--- src/rtl/alu_op_scheduler.sv ---
`default_nettype none
// ============================================================================
// Module   : alu_op_scheduler
// Brief    : Round-robin scheduler that lets two requesters share one 16-bit
//            ALU. It issues a command, waits ALU_LAT cycles, captures the
//            result and overflow flag, returns them on a valid/ready response
//            channel, then drives one CLEAR cycle.
// Options  : ALU_SCHED_ILLEGAL_TRAP_EN - illegal opcodes are answered
//            directly with rsp_err_o = 1 and are never issued to the ALU.
// Revision : 1.0 - initial release
// ============================================================================
module alu_op_scheduler #(
    parameter int ALU_LAT = 1
) (
    input  logic        clk,
    input  logic        rst,
    input  logic [1:0]  req_valid_i,
    output logic [1:0]  req_ready_o,
    input  logic [3:0]  req0_opcode_i,
    input  logic [3:0]  req1_opcode_i,
    input  logic [15:0] req0_a_i,
    input  logic [15:0] req0_b_i,
    input  logic [15:0] req1_a_i,
    input  logic [15:0] req1_b_i,
    output logic [3:0]  alu_opcode_o,
    output logic [15:0] alu_a_o,
    output logic [15:0] alu_b_o,
    input  logic [15:0] alu_result_i,
    input  logic        alu_overflow_i,
    output logic        rsp_valid_o,
    input  logic        rsp_ready_i,
    output logic        rsp_id_o,
    output logic [15:0] rsp_data_o,
    output logic        rsp_ovf_o,
    output logic        rsp_err_o
);

    localparam logic [3:0] c_OP_ADD   = 4'b1000;
    localparam logic [3:0] c_OP_SUB   = 4'b1001;
    localparam logic [3:0] c_OP_CLEAR = 4'b1111;
    localparam logic [3:0] c_WAIT_LOAD = 4'(ALU_LAT - 1);

    typedef enum logic [2:0] {
        S_IDLE  = 3'd0,
        S_ISSUE = 3'd1,
        S_WAIT  = 3'd2,
        S_RESP  = 3'd3,
        S_CLR   = 3'd4
    } state_t;

    state_t      state_q, state_d;
    logic        last_q, last_d;
    logic        id_q, id_d;
    logic [3:0]  op_q, op_d;
    logic [15:0] a_q, a_d;
    logic [15:0] b_q, b_d;
    logic [3:0]  cnt_q, cnt_d;
    logic        rsp_valid_q, rsp_valid_d;
    logic [15:0] rsp_data_q, rsp_data_d;
    logic        rsp_ovf_q, rsp_ovf_d;
    logic        rsp_err_q, rsp_err_d;
    logic [3:0]  alu_opcode_q, alu_opcode_d;
    logic [15:0] alu_a_q, alu_a_d;
    logic [15:0] alu_b_q, alu_b_d;

    logic        w_sel;
    logic [1:0]  w_grant;
    logic        w_accept;
    logic [3:0]  w_sel_op;
    logic        w_trap;

    // Round-robin grant: a lone requester wins, on contention the one that was not last wins.
    always_comb begin
        w_sel   = (req_valid_i == 2'b11) ? ~last_q : req_valid_i[1];
        w_grant = (req_valid_i == 2'b00) ? 2'b00 : (w_sel ? 2'b10 : 2'b01);
        req_ready_o = ((state_q == S_IDLE) && !rst) ? w_grant : 2'b00;
        w_accept    = |(req_ready_o & req_valid_i);
        w_sel_op    = w_sel ? req1_opcode_i : req0_opcode_i;
    end

`ifdef ALU_SCHED_ILLEGAL_TRAP_EN
    // Codes 0111 and 1100..1110 have no ALU function and are answered locally.
    assign w_trap = (w_sel_op == 4'b0111) || (w_sel_op == 4'b1100) ||
                    (w_sel_op == 4'b1101) || (w_sel_op == 4'b1110);
`else
    assign w_trap = 1'b0;
`endif

    // Next-state and registered-output logic for the scheduler FSM.
    always_comb begin
        state_d      = state_q;
        last_d       = last_q;
        id_d         = id_q;
        op_d         = op_q;
        a_d          = a_q;
        b_d          = b_q;
        cnt_d        = cnt_q;
        rsp_valid_d  = rsp_valid_q;
        rsp_data_d   = rsp_data_q;
        rsp_ovf_d    = rsp_ovf_q;
        rsp_err_d    = rsp_err_q;
        alu_opcode_d = c_OP_CLEAR;
        alu_a_d      = 16'h0000;
        alu_b_d      = 16'h0000;

        case (state_q)
            S_IDLE: begin
                if (w_accept) begin
                    last_d    = w_sel;
                    id_d      = w_sel;
                    op_d      = w_sel_op;
                    a_d       = w_sel ? req1_a_i : req0_a_i;
                    b_d       = w_sel ? req1_b_i : req0_b_i;
                    rsp_err_d = w_trap;
                    if (w_trap) begin
                        // Valid is raised one cycle later from within RESP.
                        rsp_data_d = 16'h0000;
                        rsp_ovf_d  = 1'b0;
                        state_d    = S_RESP;
                    end else begin
                        state_d = S_ISSUE;
                    end
                end
            end
            S_ISSUE: begin
                cnt_d   = c_WAIT_LOAD;
                state_d = S_WAIT;
            end
            S_WAIT: begin
                if (cnt_q == 4'd0) begin
                    rsp_valid_d = 1'b1;
                    rsp_data_d  = alu_result_i;
                    rsp_ovf_d   = ((op_q == c_OP_ADD) || (op_q == c_OP_SUB)) && alu_overflow_i;
                    state_d     = S_RESP;
                end else begin
                    cnt_d = cnt_q - 4'd1;
                end
            end
            S_RESP: begin
                if (!rsp_valid_q) begin
                    rsp_valid_d = 1'b1;
                end else if (rsp_ready_i) begin
                    rsp_valid_d = 1'b0;
                    state_d     = S_CLR;
                end
            end
            S_CLR: begin
                state_d = S_IDLE;
            end
            default: begin
                state_d = S_IDLE;
            end
        endcase

        // The ALU sees the command only while it is being issued or executed.
        if ((state_d == S_ISSUE) || (state_d == S_WAIT)) begin
            alu_opcode_d = op_d;
            alu_a_d      = a_d;
            alu_b_d      = b_d;
        end
    end

    // State and output registers; reset drops any in-flight command.
    always_ff @(posedge clk or posedge rst) begin
        if (rst) begin
            state_q      <= S_IDLE;
            last_q       <= 1'b1;
            id_q         <= 1'b0;
            op_q         <= c_OP_CLEAR;
            a_q          <= 16'h0000;
            b_q          <= 16'h0000;
            cnt_q        <= 4'd0;
            rsp_valid_q  <= 1'b0;
            rsp_data_q   <= 16'h0000;
            rsp_ovf_q    <= 1'b0;
            rsp_err_q    <= 1'b0;
            alu_opcode_q <= c_OP_CLEAR;
            alu_a_q      <= 16'h0000;
            alu_b_q      <= 16'h0000;
        end else begin
            state_q      <= state_d;
            last_q       <= last_d;
            id_q         <= id_d;
            op_q         <= op_d;
            a_q          <= a_d;
            b_q          <= b_d;
            cnt_q        <= cnt_d;
            rsp_valid_q  <= rsp_valid_d;
            rsp_data_q   <= rsp_data_d;
            rsp_ovf_q    <= rsp_ovf_d;
            rsp_err_q    <= rsp_err_d;
            alu_opcode_q <= alu_opcode_d;
            alu_a_q      <= alu_a_d;
            alu_b_q      <= alu_b_d;
        end
    end

    assign alu_opcode_o = alu_opcode_q;
    assign alu_a_o      = alu_a_q;
    assign alu_b_o      = alu_b_q;
    assign rsp_valid_o  = rsp_valid_q;
    assign rsp_id_o     = id_q;
    assign rsp_data_o   = rsp_data_q;
    assign rsp_ovf_o    = rsp_ovf_q;
    assign rsp_err_o    = rsp_err_q;

endmodule
`default_nettype wire

--- config.mk ---
export PLATFORM = sky130hd
export DESIGN_NAME = alu_op_scheduler
export DESIGN_NICKNAME = d
export VERILOG_FILES = /design/src/rtl/alu_op_scheduler.sv
export SDC_FILE = /design/constraint.sdc
export NUM_CORES = 1
export LEC_CHECK = 0
export ABC_AREA = 1
export CAP_MARGIN = 20
export CORE_ASPECT_RATIO = 0.75
export CORE_MARGIN = 2
export CORE_UTILIZATION = 35
export DETAILED_ROUTE_END_ITERATION = 6
export PLACE_DENSITY = 0.7
export SYNTH_ARGS = -nofsm -noshare
export SYNTH_HDL_FRONTEND = slang
export SYNTH_SLANG_ARGS = --single-unit
--- constraint.sdc ---
create_clock -name clk -period 4.13 [get_ports clk]
set_input_delay 1.239 -clock clk [delete_from_list [all_inputs] [get_ports clk]]
set_output_delay 1.239 -clock clk [all_outputs]
set_load 0.02 [all_outputs]
Word level (Yosys, flattened, before mapping) --
Index checks and enable logic that the tools add are counted.
Operators by class: add/subtract/negate cells 1, equality and inequality tests 10, muxes and demuxes 27, bitwise logic cells 2, reduce and logical (&&, ||, !) cells 15
Operators by type and width (number):
- $mux 16 | 8
- $mux 4 | 5
- $mux 3 | 4
- $pmux 3 s4 | 1
- $eq 3x2->1 const B | 3
- $eq 4x4->1 const B | 2
- $pmux 4 s2 | 1
- $reduce_and 2->1 | 4
- $eq 3x1->1 const B | 2
- $mux 2 | 3
- $logic_not 4->1 | 1
- $mux 1 | 4
- $ne 2x2->1 const B | 2
- $reduce_bool 2->1 | 2
- $sub 4x1->4 const B | 1
- $logic_not 3->1 | 1
- $and 2x2->2 | 1
- $eq 2x2->1 const B | 1
- $logic_and 1x1->1 | 2
- $logic_not 2->1 | 1
- $logic_or 1x1->1 | 2
- $pmux 1 s2 | 1
- $reduce_or 2->1 | 1
- $logic_not 1->1 | 1
- $not 1->1 | 1
Storage, ports and cells: flip-flop bits (word level) 99, output and inout port bits 58

Logic depth before layout (Yosys ltp) --
Gate-level depths: netlist of the first run.
depth after elaboration 12, depth in mapped cells 10

Least setup slack after synthesis of the first run --
No wires, ideal clock.
kind input to output, start point input req_valid_i[0], end point output req_ready_o[1], arrival 1.992 ns, setup slack 0.899 ns, stages on the path 5, cells stage by stage nand2_1 > nand2_2 > buf_6 > buf_6 > nor2_1
Between the ends: word-level cells in the longest chain between the ends 5, elaborated cells on any way between the ends 6, those cells by class 1 x eq/ne; 4 x mux; 1 x reduce/logical
Ends and longest elaborated chain:
- from (decl) | line 17 | input logic [1:0] req_valid_i,
- $eq 2x2->1 | line 74 | w_sel = (req_valid_i == 2'b11) ? ~last_q : req_valid_i[1];
- $mux 1 | line 74
- $mux 2 | line 75 | w_grant = (req_valid_i == 2'b00) ? 2'b00 : (w_sel ? 2'b10 : 2'b01);
- $mux 2 (*) | line 75
- $mux 2 (*) | line 76 | req_ready_o = ((state_q == S_IDLE) && !rst) ? w_grant : 2'b00;
- to (decl) | line 18 | output logic [1:0] req_ready_o,
Mark *: on every way between the ends. The rest lies on a longest branch, timed or not.

Final worst setup path of the first run --
start point input rst, end point output req_ready_o[0]
Between the ends: word-level cells in the longest chain between the ends 3
Ends and longest elaborated chain:
- from (decl) | line 16 | input logic rst,
- $logic_not 1->1 (no line)
- $logic_and 1x1->1 | line 76
- $mux 2 | line 76
Every way passes these cells.

==> summary.txt, run 1 <==
Outcome
  – Outcome: completed

Placed design
  – Detailed Place HPWL: 6.84 mm
  – RD Place Congestion: 0.772
  – Post-Place Cell Area: 6000 um^2
  – Setup WS pre-CTS: 138 ps
  – PortBufs: 150

Layout
  – Utilization after layout: 51.8%
  – Fillcell total: 1,108
  – Nets: 791
  – FF+latch area: 2490 um^2
  – Final Instance Area: 6330 um^2
  – Area added between synthesis and finish: 44.8%
  – Layout cells sized above 1: 5.71%
  – Area of the multi-input gates: 1350 um^2
  – Ant diodes: 0

Critical path
  – Crit end category: primary output
  – CP cell instances: clkdlybuf4s50_1 -> nor2_1 -> nand2_1 -> nor3_1 -> clkdlybuf4s50_1
  – CP Max Fanout: 3
  – Crit Path Class: in -> out
  – WP data required: 2890 ps
  – R2R setup slack: 1820 ps
  – Worst path arrival time: 2750 ps
  – Critical Path Source Type: input pin
  – CP max-delay cell: clkdlybuf4s50_1
  – CP peak stage delay: 630 ps
  – CP most frequent cell: clkdlybuf4s50_1

Clock tree
  – Worst-path clk slew: 70 ps
  – Post-CTS Resized: 0
  – TritonCTS clock tree: done
  – Worst-Skew Late Latency: 330 ps
  – Root Driver: clkbuf_16
  – Clock Sinks: 99
  – Post-CTS setup buffers: 0
  – Cts hold-fix bufs: 0
  – CTS Buf Count: 9
  – Maximum clock path buffer count: 2
  – Max H-tree Level: 3

Synth
  – Synth top area share: 51.5%
  – Ys async rst share: 100%
  – Avg Synthesized Cell Area: 7.92 um^2
  – Synth Register Bits: 99
  – Post-synth cell types: 24
  – Synth area leader: dfrtp_1
  – Post-synth top cells: nand2_1 (218), inv_1 (107), dfrtp_1 (90)
  – Count leader, synth: nand2_1
  – Seq/Total Area, Yosys: 56.9%
  – Area contributors post-synth: dfrtp_1 (52%), nand2_1 (19%), inv_1 (9.2%), dfstp_2 (5.4%), o21ai_0 (3.7%)
  – Synth Cell Area: 4370 um^2
  – Syn Nets: 647
  – Most used DFF post-synth: dfrtp_1
  – Post-Syn Instances: 552
  – Syn. warnings: 0
  – Post-synth EDFFs: 0

Routing
  – Post-DR vias/cell: 4.23
  – 1st-iter DRT viols: 92
  – Drt first pass iters: 4
  – Detailed-route via count: 3,669
  – Met2 routed WL: 4.34 mm
  – DR WL met3: 642 um
  – Wire per inst: 11.1 um
  – Final wirelength: 9.67 mm
  – Drc violations: 0
  – Top sig layer: met4
  – Remaining antenna violation count after routing: 0
  – Metal-1 WL: 4.56 mm

GRT
  – Number of global-route vias before repair: 3,619
  – GRT overflow: 0
  – Pin count of the biggest net entering global routing: 70
  – Initial antenna violation count: 0
  – Gr usage total: 15.4%
  – First-pass GRT wire length: 16.7 mm

Die
  – Die H: 101 um
  – Die area: 13,400 um^2
  – Initial cell density of the core: 35.8%
  – Core ar.: 12,200 um^2
  – Rows: 35
  – Ports: 152
  – Chip width: 133 um

Power and ir drop
  – Pwr dens: 716 nW/um^2
  – Seq pwr share: 35.3%
  – Comb pwr share: 44.7%
  – Total power of the final layout: 4.53 mW
  – Clock power share: 20.0%
  – Internal power: 2.80 mW
  – Max VDD drop: 0.373 mV
  – Leak pwr: 3.29 nW
  – Switching power: 1.73 mW
  – Switching share of power: 38.2%

Timing
  – Final min period: 3990 ps
  – Total negative setup slack: 0 ps
  – Period utilisation layout: 96.7%
  – Worst Skew: 6.49 ps
  – Final Setup Violations: 0
  – Slew Limit Headroom: 33.3%
  – Final worst slack: 137 ps
  – RSZ-0062 raised after global routing: no
  – Slew Limit Fails: 0
  – Top achievable clock speed: 250 MHz
  – Measured slew at the worst slew-check pin: 998 ps
  – Final-report hold violation count: 0

Job
  – Max_cap viols: 0

Min path
  – Hold Crit Class: reg -> reg
## power groups by stage
stage / clock, mW / combinational (mW) / sequential [mW]
final: 0.905 / 2.03 / 1.60
after global routing: 0.972 / 2.28 / 1.65
after CTS: 0.934 / 2.06 / 1.61
after detailed placement: 0 / 2.05 / 1.62
after global placement: 0 / 1.99 / 1.60
after floorplan: 0 / 0.951 / 1.89
## worst max-delay path: cells and delay by family
kind / cells / cell delay, ps
AND/OR/NAND/NOR: 3 / 420
buffers and inverters: 2 / 1100
## cells in the final DEF (no fill, tap or decap), types with 2 or more instances in the layout
master / synthesis / routed
nor2_1: 40 / 40
nand2_1: 218 / 218
buf_4: 1 / 3
o21ai_0: 32 / 32
nand4_1: 2 / 2
nand2_2: 2 / 2
bufinv_16: 0 / 2
o21ai_1: 3 / 3
clkdlybuf4s50_1: 0 / 150
clkbuf_16: 0 / 9
a21oi_1: 2 / 2
inv_1: 107 / 106
inv_6: 0 / 4
dfrtp_1: 90 / 90
a21oi_4: 2 / 2
nand3_1: 13 / 13
inv_2: 3 / 3
dfstp_2: 9 / 9
## area by class of cell
| class | count | area share, % |
|---|---|---|
| multi-input cells | 322 | 21.2 |
| repair buffers | 154 | 24.4 |
| inverters | 110 | 6.56 |
| well taps | 166 | 3.28 |
| clock buffers | 9 | 3.56 |
| flip-flops and latches | 99 | 39.3 |
| clock inverters | 7 | 1.64 |
## registers in the layout (all words and copies together), names as in the netlist, 3 cells and up
register      flops
alu_opcode_o      4
op_q              4
a_q              16
state_q           3
alu_a_o          16
rsp_data_o       16
cnt_q             4
b_q              16
alu_b_o          16
## final timing paths
| check | cells past startpoint | startpoint | endpoint |
|---|---|---|---|
| setup / recovery | 5 | rst | req_ready_o[0] |
| hold / removal | 2 | rsp_id_o$_DFFE_PP0P_ | rsp_id_o$_DFFE_PP0P_ |
| setup reg to reg | 7 | cnt_q[0]$_DFFE_PP0P_ | rsp_valid_o$_DFFE_PP0P_ |
| hold reg to reg | 2 | rsp_id_o$_DFFE_PP0P_ | rsp_id_o$_DFFE_PP0P_ |
| max in group asynchronous | 3 | rst | op_q[3]$_DFF_PP1_ |
| min in group asynchronous | 2 | rst | rsp_data_o[6]$_DFFE_PP0P_ |
## metal layers
metal  track usage, %  up-vias
met3             4.88       11
met2             25.1      110
met1             19.9     1656
met4             4.47        0
met5                0        -
li1                 -     1892
## cell families after synthesis
family	synth area share, %
DFF	56.9
and+or+nand+nor	24.9
adders and majority gates	0.286
buffers and inverters	12.5
other	0.0858
AOI/OAI and AO/OA	5.32
## metrics by stage
step           std cells  hold slack, ps
3_3_place_gp         851             452
5_1_grt              867             499
3_5_place_dp         851             459
4_1_cts              867             475
2_1_floorplan        552             455
6_report             867             475
No activity file was read; power rests on OpenSTA's default activity.
==> run 2: changes to the inputs <==
- GPL_TIMING_DRIVEN: not set -> 0
==> run 2 against run 1 <==
Core utilization grew 0.93 points. First-iteration DRC count increased by 62%. Design area is 1.8% higher. Fmax decreased by 1.7%. Largest cell class unchanged.
==> summary.txt, run 2 (synthesized netlist as in run 1, its figures left out) <==
Outcome
  – Outcome: completed

Layout
  – Utilization after layout: 52.7% (+0.93 points)
  – Most frequent cells in the layout: nand2_1 (218), clkdlybuf4s50_1 (147), inv_1 (106)
  – Non-filler cells, final: 884 (+2.0%)
  – Nets: 809 (+2.3%)
  – Most common cell after layout, fill and taps aside: nand2_1
  – Ant diodes: 0 (unchanged)
  – Area added between synthesis and finish: 47.4%
  – Layout cells sized above 1: 7.80% (+2.1 points)

Critical path
  – Worst path arrival time: 2820 ps (+70 ps)
  – WP depth: 6 (+1)
  – Worst path top cell family by delay: buffers and inverters
  – CP most frequent cell: buf_6
  – Crit end category: primary output
  – CP Buf/Inv Count: 4 (+2)
  – WP data required: 2890 ps (about the same)
  – CP cell instances: clkdlybuf4s50_1 -> nand2_2 -> buf_6 -> buf_6 -> nor2_1 -> clkdlybuf4s15_1
  – Crit Path Class: in -> out
  – CP Max Fanout: 10 (+7)
  – CP peak stage delay: 580 ps (-50 ps)
  – CP max-delay cell: clkdlybuf4s50_1
  – Critical Path Source Type: input pin
  – R2R cell count: 10 (+3)

Placed design
  – Setup WS pre-CTS: -272 ps (-409 ps)
  – Dpl cells: 869 (+2.1%)
  – Detailed Place HPWL: 8.02 mm (+17%)
  – RD Place Congestion: 0.757 (-1.9%)
  – PortBufs: 150 (unchanged)

Die
  – Rows: 35 (unchanged)
  – Die H: 101 um (unchanged)
  – Die area: 13,400 um^2 (unchanged)
  – Core ar.: 12,200 um^2 (unchanged)
  – Ports: 152 (unchanged)
  – Chip width: 133 um (unchanged)
  – Initial cell density of the core: 35.8% (unchanged)

Routing
  – Remaining antenna violation count after routing: 0 (unchanged)
  – Post-DR vias/cell: 4.32 (+2.1%)
  – Final wirelength: 10.7 mm (+11%)
  – Drt first pass iters: 4 (unchanged)
  – Wire per inst: 12.2 um (+9.0%)
  – Detailed-route via count: 3,820 (+4.1%)
  – Drc violations: 0 (unchanged)
  – 1st-iter DRT viols: 149 (+62%)

Clock tree
  – Max H-tree Level: 3 (unchanged)
  – Root Driver: clkbuf_16
  – TritonCTS clock tree: done
  – CTS Buf Count: 9 (unchanged)
  – Worst-Skew Late Latency: 330 ps (about the same)
  – Cts hold-fix bufs: 0 (unchanged)
  – Maximum clock path buffer count: 2 (unchanged)
  – Post-CTS setup buffers: 0 (unchanged)
  – Clock Sinks: 99 (unchanged)
  – Worst-path clk slew: 70 ps (about the same)

Power and ir drop
  – Switching power: 1.74 mW (+0.74%)
  – Internal power: 2.89 mW (+3.3%)
  – Max VDD drop: 0.274 mV (-27%)
  – Total power of the final layout: 4.64 mW (+2.3%)
  – Clock power share: 20.1% (about the same)
  – Pwr dens: 720 nW/um^2 (+0.53%)
  – Switching share of power: 37.6% (-0.60 points)
  – Leak pwr: 3.38 nW (+2.9%)
  – Seq pwr share: 34.6% (-0.7 points)
  – Comb pwr share: 45.4% (+0.7 points)

Timing
  – RSZ-0062 raised after global routing: no
  – Slew Limit Fails: 0 (unchanged)
  – Worst Skew: 5.76 ps (-0.723 ps)
  – Top achievable clock speed: 246 MHz (-1.7%)
  – Final Setup Violations: 0 (unchanged)
  – Hold WS: 473 ps (-1.87 ps)
  – Final-report hold violation count: 0 (unchanged)
  – Period utilisation layout: 98.4% (+1.7 points)
  – Final min period: 4060 ps (+70.9 ps)
  – Final worst slack: 66.2 ps (-70.9 ps)

GRT
  – First-pass GRT wire length: 17.8 mm (+6.4%)
  – Pin count of the biggest net entering global routing: 68 (-2.9%)
  – GRT overflow: 0 (unchanged)
  – Number of global-route vias before repair: 3,772 (+4.2%)
  – Gr usage total: 16.9% (+1.5 points)
  – Initial antenna violation count: 0 (unchanged)

Min path
  – Hold Crit Class: reg -> reg
  – Hold Path Cell Cnt: 2 (unchanged)

Job
  – Max_cap viols: 0 (unchanged)
run 2: worst min-delay path, cell delays in order (launching register included):
cell     delay [ps]
dfrtp_1         340
nand2_1          50
nand2_1          50
run 2: final timing paths:
kind / start / end / slack (ps)
max in group asynchronous: rst / alu_b_o[12]$_DFF_PP0_ / 2160
min reg2reg: rsp_data_o[10]$_DFFE_PP0P_ / rsp_data_o[10]$_DFFE_PP0P_ / 470
max: req_valid_i[1] / req_ready_o[1] / 70
min: rsp_data_o[10]$_DFFE_PP0P_ / rsp_data_o[10]$_DFFE_PP0P_ / 470
max reg2reg: cnt_q[0]$_DFFE_PP0P_ / alu_a_o[5]$_DFF_PP0_ / 2310
min in group asynchronous: rst / rsp_id_o$_DFFE_PP0P_ / 1310
run 2: timing repair:
action	in CTS	in global routing
resized for setup	2	2
cloned	0	0
pin swaps	0	0
setup endpoints to repair	1	2
run 2: power groups by stage:
stage	sequential, mW	clock (mW)	combinational (mW)
after CTS	1.61	0.955	2.14
after floorplan	1.89	0	0.951
after global placement	1.60	0	2.07
after global routing	1.65	0.999	2.35
final	1.60	0.931	2.10
after detailed placement	1.62	0	2.13
run 2: stage by stage:
step                TNS, ps  instance area, um^2
detailed placement     -272                 6110
finish                    0                 6440
global placement    -102390                 6080
global route              0                 6440
CTS                       0                 6440
floorplan                 0                 4370
run 2: area by class of cell:
cell class                      instances  area [um^2]
Clock buffer                           10          229
Multi-Input combinational cell        322         1340
Fill cell                            1099         5770
Tap cell                              166          208
Inverter                              110          415
Clock inverter                          5          103
Sequential cell                        99         2490
Timing Repair Buffer                  151         1530
Buffer                                 21          133
run 2: layer usage:
layer	GRT usage, %	vias to the layer above	wire, um	share of wire, %
li1	-	1927	-	-
met1	21.9	1779	4970	46
met2	27.9	106	5050	47
met3	5.03	8	660	6.1
met4	4.30	0	59	0.55
met5	0	-	0	0
==> run 3: changes to the inputs <==
--- a/config.mk
+++ b/config.mk
@@ -13,5 +13,5 @@
 export DETAILED_ROUTE_END_ITERATION = 6
 export GPL_TIMING_DRIVEN = 0
-export PLACE_DENSITY = 0.7
+export PLACE_DENSITY = 0.72
 export SYNTH_ARGS = -nofsm -noshare
 export SYNTH_HDL_FRONTEND = slang
==> constraint.sdc (replaced) <==
create_clock -name clk -period 3.5 [get_ports clk]
set_input_delay 0.35 -clock clk [delete_from_list [all_inputs] [get_ports clk]]
set_output_delay 0.35 -clock clk [all_outputs]
set_load 0.02 [all_outputs]
==> run 3 against run 2 <==
Design area is 0.50% lower. Cell count rose by 0.11%. Register-to-register slack worse by 650 ps. Non-clock buffer count did not move. Die area is the same.
==> summary.txt, run 3 (synthesized netlist as in run 1, its figures left out) <==
Timing
  – Period utilisation layout: 75.6%
  – Top achievable clock speed: 378 MHz
  – RSZ-0062 raised after global routing: no
  – Final min period: 2650 ps
  – Final Setup Violations: 0 (unchanged)
  – Slew Limit Headroom: 58.7%
  – Measured slew at the worst slew-check pin: 620 ps
  – Worst Skew: 6.93 ps (+1.17 ps)
  – Slew Limit Fails: 0 (unchanged)
  – Final-report hold violation count: 0 (unchanged)

Die
  – Die H: 101 um (unchanged)
  – Chip width: 133 um (unchanged)
  – Ports: 152 (unchanged)
  – Die area: 13,400 um^2 (unchanged)
  – Core ar.: 12,200 um^2 (unchanged)
  – Initial cell density of the core: 35.8% (unchanged)
  – Rows: 35 (unchanged)

Outcome
  – Outcome: completed

Clock tree
  – Clock Sinks: 99 (unchanged)
  – Max H-tree Level: 3 (unchanged)
  – CTS Buf Count: 9 (unchanged)
  – Worst-path clk slew: 60 ps (about the same)
  – TritonCTS clock tree: done
  – Post-CTS setup buffers: 0 (unchanged)
  – Post-CTS Resized: 0 (-2)
  – Worst-Skew Late Latency: 340 ps (about the same)
  – Maximum clock path buffer count: 2 (unchanged)
  – Root Driver: clkbuf_16
  – Cts hold-fix bufs: 0 (unchanged)

Layout
  – Ant diodes: 0 (unchanged)
  – Final Instance Area: 6410 um^2 (-0.50%)
  – Most common cell after layout, fill and taps aside: nand2_1
  – Fillcell total: 1,098 (-0.091%)
  – Area added between synthesis and finish: 46.7%
  – Nets: 809 (unchanged)
  – Most frequent cells in the layout: nand2_1 (218), clkdlybuf4s50_1 (150), inv_1 (106)
  – Layout cells sized above 1: 8.07% (+0.27 points)

Critical path
  – WP data required: 3150 ps (+260 ps)
  – Critical Path Source: req_valid_i[0]
  – R2R cell count: 10 (unchanged)
  – Crit Path Class: in -> out
  – RR Endpoint: alu_a_o[14]$_DFF_PP0_
  – Worst path arrival time: 2300 ps (-520 ps)
  – R2R Path Start: cnt_q[0]$_DFFE_PP0P_
  – R2R setup slack: 1660 ps (-650 ps)
  – Worst setup endpoint: req_ready_o[1]
  – CP Max Fanout: 10 (unchanged)
  – Critical Path Source Type: input pin
  – Crit end category: primary output

Routing
  – 1st-iter DRT viols: 216 (+45%)
  – Post-DR vias/cell: 4.33 (+0.25%)
  – Top sig layer: met4
  – Final wirelength: 11.1 mm (+3.6%)
  – Metal-1 WL: 5.10 mm (+2.6%)
  – Remaining antenna violation count after routing: 0 (unchanged)
  – Detailed-route via count: 3,834 (+0.37%)
  – Wire per inst: 12.6 um (+3.5%)
  – Drt first pass iters: 5 (+1)
  – Met2 routed WL: 5.06 mm (+0.24%)
  – DR WL met3: 904 um (+37%)
  – Drc violations: 0 (unchanged)

GRT
  – Initial antenna violation count: 0 (unchanged)
  – First-pass GRT wire length: 18.2 mm (+2.4%)
  – Gr usage total: 17.4% (+0.50 points)
  – Pin count of the biggest net entering global routing: 55 (-19%)
  – GRT overflow: 0 (unchanged)
  – Number of global-route vias before repair: 3,674 (-2.6%)

Power and ir drop
  – Leak pwr: 3.35 nW (-0.82%)
  – Total power of the final layout: 5.37 mW (+16%)
  – Pwr dens: 838 nW/um^2 (+16%)
  – Max VDD drop: 0.381 mV (+39%)

Job
  – Max_cap viols: 0 (unchanged)

Placed design
  – Post-Place Cell Area: 6110 um^2 (unchanged)
  – RD Place Congestion: 0.785 (+3.6%)
  – Detailed Place HPWL: 8.03 mm (about the same)
  – PortBufs: 150 (unchanged)

Min path
  – Hold Path Cell Cnt: 2 (unchanged)
  – Hold Crit Class: reg -> reg
==> run 3: final cells by class <==
cell class | instances | area, um^2 | share of cell area [%]
inverters | 110 | 415 | 6.48
repair buffers | 151 | 1530 | 23.8
multi-input cells | 322 | 1340 | 20.9
clock buffers | 9 | 225 | 3.51
clock inverters | 7 | 75.1 | 1.17
well taps | 166 | 208 | 3.24
flip-flops and latches | 99 | 2490 | 38.8
plain buffers | 21 | 133 | 2.07
==> run 3: per-stage QoR <==
stage / setup WS, ps / TNS, ps / utilization [%] / instances / hold slack, ps
6_report: 855 / 0 / 52.5 / 885 / 471
5_1_grt: 740 / 0 / 52.5 / 885 / 495
4_1_cts: 831 / 0 / 52.5 / 885 / 476
3_5_place_dp: 840 / 0 / 50.0 / 869 / 459
3_3_place_gp: -930 / -83120 / 49.8 / 868 / 452
2_1_floorplan: 574 / 0 / - / 552 / 455
==> run 3: where the power goes <==
| group | internal [mW] | switching, mW |
|---|---|---|
| Combinational | 1.03 | 1.47 |
| Clock | 0.561 | 0.436 |
| Sequential | 1.70 | 0.185 |
| Total | 3.28 | 2.09 |
==> run 3: worst min path at each step <==
stage / slack (ps) / startpoint / to
after floorplan: 450 / op_q[0]$_DFF_PP1_ / op_q[0]$_DFF_PP1_
after global placement: 450 / rsp_data_o[9]$_DFFE_PP0P_ / rsp_data_o[9]$_DFFE_PP0P_
after detailed placement: 460 / rsp_data_o[8]$_DFFE_PP0P_ / rsp_data_o[8]$_DFFE_PP0P_
after CTS: 480 / rsp_data_o[8]$_DFFE_PP0P_ / rsp_data_o[8]$_DFFE_PP0P_
after global routing: 500 / rsp_data_o[8]$_DFFE_PP0P_ / rsp_data_o[8]$_DFFE_PP0P_
final: 470 / rsp_data_o[8]$_DFFE_PP0P_ / rsp_data_o[8]$_DFFE_PP0P_
==> run 3: metal layers <==
layer  vias up  GRT usage [%]
met2       143           27.9
met1      1751           23.3
met4         0           3.47
met3         5           5.63
met5         -              0
li1       1935              -
==> run 3: critical path, stage by stage <==
cell	delay, ps
clkdlybuf4s50_1	530
nand2_1	140
nand2_2	140
buf_6	200
buf_6	150
nor2_1	160
clkdlybuf4s50_1	620
